$ cat config.mk
export PLATFORM = sky130hd
export DESIGN_NAME = rominit_stream
export DESIGN_NICKNAME = d
export VERILOG_FILES = /design/src/rtl/rominit_stream.sv
export SDC_FILE = /design/constraint.sdc
export NUM_CORES = 1
export LEC_CHECK = 0
export CAP_MARGIN = 20
export CORE_MARGIN = 10
export CORE_UTILIZATION = 50
export DETAILED_ROUTE_END_ITERATION = 12
export GPL_TIMING_DRIVEN = 1
export MAX_ROUTING_LAYER = met4
export PLACE_DENSITY = 0.73
export SYNTH_ARGS = -nofsm -noshare
export SYNTH_HDL_FRONTEND = slang
export SYNTH_SLANG_ARGS = --single-unit
$ cat constraint.sdc
create_clock -name CLK -period 9.14 [get_ports CLK]
set_input_delay 1.828 -clock CLK [delete_from_list [all_inputs] [get_ports CLK]]
set_output_delay 1.828 -clock CLK [all_outputs]
set_load 0.02 [all_outputs]
$ cat src/rtl/rominit_stream.sv
// rominit_stream
//   Routes a byte download stream to one of NUM_CH ROM targets. Each download is
//   started with DL_START (which samples DL_INDEX and DL_PAD_TO). Bytes are
//   forwarded through a single output register with sequential addresses, and
//   downstream backpressure is honoured. If PAD_EN is set, a short image is padded
//   with PAD_VAL up to the requested length. A sticky per-channel LOADED flag is
//   set when the channel completes.
//
// Ports
//   CLK, RES       clock, synchronous active-high reset
//   DL_START       pulse: begin download (samples DL_INDEX, DL_PAD_TO)
//   DL_INDEX       target channel
//   DL_PAD_TO      minimum image length in bytes
//   DL_DATA        stream byte
//   DL_VALID       DL_DATA is valid
//   DL_READY       stream byte accepted when DL_VALID && DL_READY
//   DL_END         pulse: no more stream bytes
//   ROMINIT_SEL    one-hot target select, stable for the whole download
//   ROMINIT_ADDR   byte address
//   ROMINIT_DATA   byte
//   ROMINIT_VALID  ADDR/DATA valid
//   ROMINIT_READY  target consumes when VALID && READY
//   LOADED         sticky per-channel completion flags
//   BUSY           a download or its trailing gap is in progress
//   ERR            sticky: bad index or image overflow
module rominit_stream #(
    parameter int            NUM_CH  = 3,
    parameter int            AW      = 25,
    parameter int            DW      = 8,
    parameter int            PAD_EN  = 1,
    parameter logic [DW-1:0] PAD_VAL = 8'hFF,
    parameter int            GAP_CYC = 2,
    localparam int           IW      = (NUM_CH > 1) ? $clog2(NUM_CH) : 1
) (
    input  logic              CLK,
    input  logic              RES,
    input  logic              DL_START,
    input  logic [IW-1:0]     DL_INDEX,
    input  logic [AW:0]       DL_PAD_TO,
    input  logic [DW-1:0]     DL_DATA,
    input  logic              DL_VALID,
    output logic              DL_READY,
    input  logic              DL_END,
    output logic [NUM_CH-1:0] ROMINIT_SEL,
    output logic [AW-1:0]     ROMINIT_ADDR,
    output logic [DW-1:0]     ROMINIT_DATA,
    output logic              ROMINIT_VALID,
    input  logic              ROMINIT_READY,
    output logic [NUM_CH-1:0] LOADED,
    output logic              BUSY,
    output logic              ERR
);

    localparam logic [AW:0] CAP = {1'b1, {AW{1'b0}}};
    localparam int          GW  = $clog2(GAP_CYC + 1) + 1;

    typedef enum logic [2:0] {
        S_IDLE,
        S_STREAM,
        S_PAD,
        S_DRAIN,
        S_GAP
    } state_t;

    state_t        state;
    logic [AW:0]   cnt;
    logic [AW:0]   pad_to;
    logic [GW-1:0] gap_cnt;

    logic          out_free;
    logic          accept;
    logic [AW:0]   cnt_inc;
    logic [AW:0]   cnt_next;

    // Output register can take a new byte when empty or being drained this cycle.
    assign out_free = !ROMINIT_VALID || ROMINIT_READY;
    assign DL_READY = (state == S_STREAM) && out_free;
    assign accept   = DL_VALID && DL_READY;
    assign cnt_inc  = cnt + 1'b1;
    // Count after this cycle's byte; a byte arriving at full capacity is dropped.
    assign cnt_next = (accept && !cnt[AW]) ? cnt_inc : cnt;
    assign BUSY     = (state != S_IDLE);

    always_ff @(posedge CLK) begin
        if (RES) begin
            state         <= S_IDLE;
            cnt           <= '0;
            pad_to        <= '0;
            gap_cnt       <= '0;
            ROMINIT_SEL   <= '0;
            ROMINIT_ADDR  <= '0;
            ROMINIT_DATA  <= '0;
            ROMINIT_VALID <= 1'b0;
            LOADED        <= '0;
            ERR           <= 1'b0;
        end else begin
            // Consumed entries retire unless a new byte is loaded below.
            if (ROMINIT_VALID && ROMINIT_READY)
                ROMINIT_VALID <= 1'b0;

            case (state)
                S_IDLE: begin
                    if (DL_START) begin
                        if (int'(DL_INDEX) < NUM_CH) begin
                            cnt         <= '0;
                            pad_to      <= (DL_PAD_TO > CAP) ? CAP : DL_PAD_TO;
                            ROMINIT_SEL <= NUM_CH'(1) << DL_INDEX;
                            state       <= S_STREAM;
                        end else begin
                            ERR <= 1'b1;
                        end
                    end
                end

                S_STREAM: begin
                    if (accept) begin
                        if (cnt[AW]) begin
                            ERR <= 1'b1;
                        end else begin
                            ROMINIT_ADDR  <= cnt[AW-1:0];
                            ROMINIT_DATA  <= DL_DATA;
                            ROMINIT_VALID <= 1'b1;
                        end
                    end
                    cnt <= cnt_next;
                    if (DL_END)
                        state <= ((PAD_EN != 0) && (cnt_next < pad_to)) ? S_PAD : S_DRAIN;
                end

                // Only entered with cnt < pad_to <= CAP, so the address never wraps.
                S_PAD: begin
                    if (out_free) begin
                        ROMINIT_ADDR  <= cnt[AW-1:0];
                        ROMINIT_DATA  <= PAD_VAL;
                        ROMINIT_VALID <= 1'b1;
                        cnt           <= cnt_inc;
                        if (cnt_inc == pad_to)
                            state <= S_DRAIN;
                    end
                end

                // SEL is released only after the last byte has been consumed.
                S_DRAIN: begin
                    if (!ROMINIT_VALID) begin
                        LOADED      <= LOADED | ROMINIT_SEL;
                        ROMINIT_SEL <= '0;
                        gap_cnt     <= GW'(GAP_CYC);
                        state       <= S_GAP;
                    end
                end

                // GAP_CYC of 0 still spends a single cycle here.
                S_GAP: begin
                    if (gap_cnt <= GW'(1))
                        state <= S_IDLE;
                    else
                        gap_cnt <= gap_cnt - 1'b1;
                end

                default: state <= S_IDLE;
            endcase
        end
    end

endmodule

==> results.toml <==
[worst_setup_path]
cp-end-kind = "output port"
critPathMaxFanout = 5
worstReg2RegStart = "cnt[10]$_SDFFE_PP0P_"
critPathLaunchType = "input pin"
path_class = "input pin to output port"
arrival_ns = 3.29
rrSetupSlack_ns = 4.05
worstPathRequired_ns = 7.31
rr_worst_depth = 13
r2r-end = "state[0]$_SDFFE_PP0P_"

[clocking]
insertion_delay_ns = 0.36
clk_pin_slew_ns = 0.07
cts_setup_buffers = 0
clock_sinks = 99
cts_max_level = 3
ctsHoldBuffers = 0
numCtsBuffers = 9
cts.path.max_buffers = 2
cts_tree = "yes"
clockRootBuffer = "clkbuf_16"
cts-resized-gates = 0

[routing]
ant_nets = 0
drt_iter0_drc = 510
drtPass1Iterations = 5
wirelength_um = 18500
drc = 0
viasPerCell = 6.08
detailroute.via_count = 6086
wl_per_cell_um = 18.5

[flow_run]
drv_cap = 0

[synth]
ys_async_sr_fraction_pct = 0
ys.warnings.count = 0
syn_inst = 813
ys_seq_area_share_pct = 32.4
synth_nets = 883
yosysUniqueCellTypes = 66
synth-main-ff-cell = "dfxtp_1"
syn_area_um2 = 6120
yosys_register_bits = 99
avgSynthCellArea_um2 = 7.53
synth-edff-count = 0

[final_layout]
diodes = 0
n_fill_cell = 1119
drive_above_1_share_pct = 4.22
area_growth_pct = 18.7
layout.nets = 919
fin_area_um2 = 7270

[timing]
worstMarginPinSlew_ns = 1.06
tns_ns = 0
max-slew-margin-rel_pct = 28.9
final_max_slew_viol_count = 0
fin_worst_skew_ns = 0.00529
hold_viol = 0
whs_ns = 0.454
post-route-period-util_pct = 56.0
rsz0062_at_grt = "no"
setup_violations = 0
clock.fmax_mhz = 195
fin_crit_ns = 5.12

[min_path]
hp-class = "flip-flop to flip-flop"
hold_depth = 2
whs_endpoint = "ROMINIT_ADDR[5]$_SDFFE_PP0P_"
min_from = "ROMINIT_ADDR[5]$_SDFFE_PP0P_"

[die]
design.core.area_um2 = 12000
die_h_um = 131
ios = 85
start_util_pct = 51.0
rows = 40
die_x_um = 131
die-area_um2 = 17100

[run_status]
status = "complete, no violations"

[grt]
grt_use_total_pct = 22.4
grt_max_degree = 101
grt_overflow = 0
grt_pass1_vias = 5890
antenna_found_initial = 0
grt_pass1_wl_um = 29900

[power]
peakVddDrop_mv = 0.373
p_per_area_nw_per_um2 = 205
p_leak_nw = 2.46
totalPowerFinal_w = 0.00149

[placed_design]
dpl.hpwl_um = 13600
dpl_cell_area_um2 = 6940
gp_congestion = 1.01
io_buffers = 84
## cell usage after synthesis, types with 6 or more instances
| cell type | count | area, µm² |
|---|---|---|
| a22oi_1 | 24 | 180 |
| nor2_1 | 70 | 263 |
| or4_1 | 7 | 52.6 |
| nor3_1 | 44 | 220 |
| ha_1 | 28 | 350 |
| inv_1 | 32 | 120 |
| xor2_1 | 15 | 131 |
| clkbuf_1 | 53 | 199 |
| nand3_1 | 37 | 185 |
| nor2b_1 | 6 | 37.5 |
| a21oi_1 | 93 | 465 |
| nand4_1 | 17 | 106 |
| nor3b_1 | 8 | 60.1 |
| o21ai_0 | 16 | 80.1 |
| nor4_1 | 14 | 87.6 |
| xnor2_1 | 40 | 350 |
| nand2_1 | 103 | 387 |
| dfxtp_1 | 99 | 1980 |
## cell families after synthesis
family                   Yosys count  synth area share, %
AND/OR/NAND/NOR                  344                 28.1
AO/OA/AOI/OAI                    189                 19.3
flip-flops                        99                 32.4
buffers and inverters             96                 6.29
XOR/XNOR                          55                 7.87
adder cells (fa/ha/maj)           28                 5.72
multiplexers                       2                0.327
## worst max-delay path, cell delays in order
cell	delay (ns)
clkdlybuf4s50_1	0.47
nor2b_1	0.09
nor2_1	0.23
clkdlybuf4s50_1	0.67
## routing by layer
| layer | track usage (%) | part of all wire [%] | vias to the layer above |
|---|---|---|---|
| met5 | - | 0 | - |
| met1 | 26.7 | 42 | 2846 |
| met3 | 4.83 | 6.6 | 43 |
| met4 | 10.2 | 2.8 | 0 |
| met2 | 35.6 | 48 | 225 |
| li1 | - | - | 2972 |
## cells in the final DEF, fill, tap and decap left out, types with 6 or more instances in the layout
master           count
nand2_1            103
dfxtp_1             99
a21oi_1             93
clkdlybuf4s50_1     83
nor2_1              70
nor3_1              43
xnor2_1             40
nand3_1             37
inv_1               32
ha_1                28
a22oi_1             24
nand4_1             17
o21ai_0             16
xor2_1              15
nor4_1              14
clkbuf_16            9
nor3b_1              8
or4_1                7
nor2b_1              6
## state kept, by name, summed over array words and instances (netlist names)
register / count
cnt: 26
ERR: 1
ROMINIT_DATA: 8
ROMINIT_VALID: 1
gap_cnt: 3
pad_to: 26
LOADED: 3
ROMINIT_ADDR: 25
state: 3
ROMINIT_SEL: 3
## power breakdown
part / switching (W) / internal, W / leakage (nW)
registers: 0.0000504 / 0.000470 / 0.802
clock network: 0.000184 / 0.000226 / 0.154
logic: 0.000364 / 0.000194 / 1.51
total: 0.000598 / 0.000889 / 2.46
## through the flow
stage / worst slack [ns] / utilization (%) / cells
floorplan: 4.59 / - / 813
global placement: 3.95 / 57.8 / 985
detailed placement: 3.79 / 57.8 / 985
CTS: 4.03 / 60.5 / 1001
global route: 3.72 / 60.5 / 1001
finish: 4.02 / 60.5 / 1001
## how the worst max path moves through the flow
| stage | startpoint | end | slack (ns) | cells past startpoint |
|---|---|---|---|---|
| finish | ROMINIT_READY | DL_READY | 4.02 | 4 |
| detailed placement | DL_VALID | state[0]$_SDFFE_PP0P_ | 3.79 | 14 |
| floorplan | DL_VALID | state[0]$_SDFFE_PP0P_ | 4.59 | 13 |
| global route | cnt[10]$_SDFFE_PP0P_ | state[0]$_SDFFE_PP0P_ | 3.72 | 13 |
| CTS | ROMINIT_READY | DL_READY | 4.03 | 4 |
| global placement | DL_VALID | state[0]$_SDFFE_PP0P_ | 3.95 | 13 |
## final cells by class
class                      instances  area, µm²  share of cell area, %
inverter                          32        120                   1.65
sequential                        99       1980                   27.3
timing repair buffer              89        873                   12.0
clock inverter                     6       82.6                   1.14
tap                              147        184                   2.53
multi-input combinational        618       3780                   52.1
clock buffer                      10        239                   3.29
(Power assumes the default switching activity.)
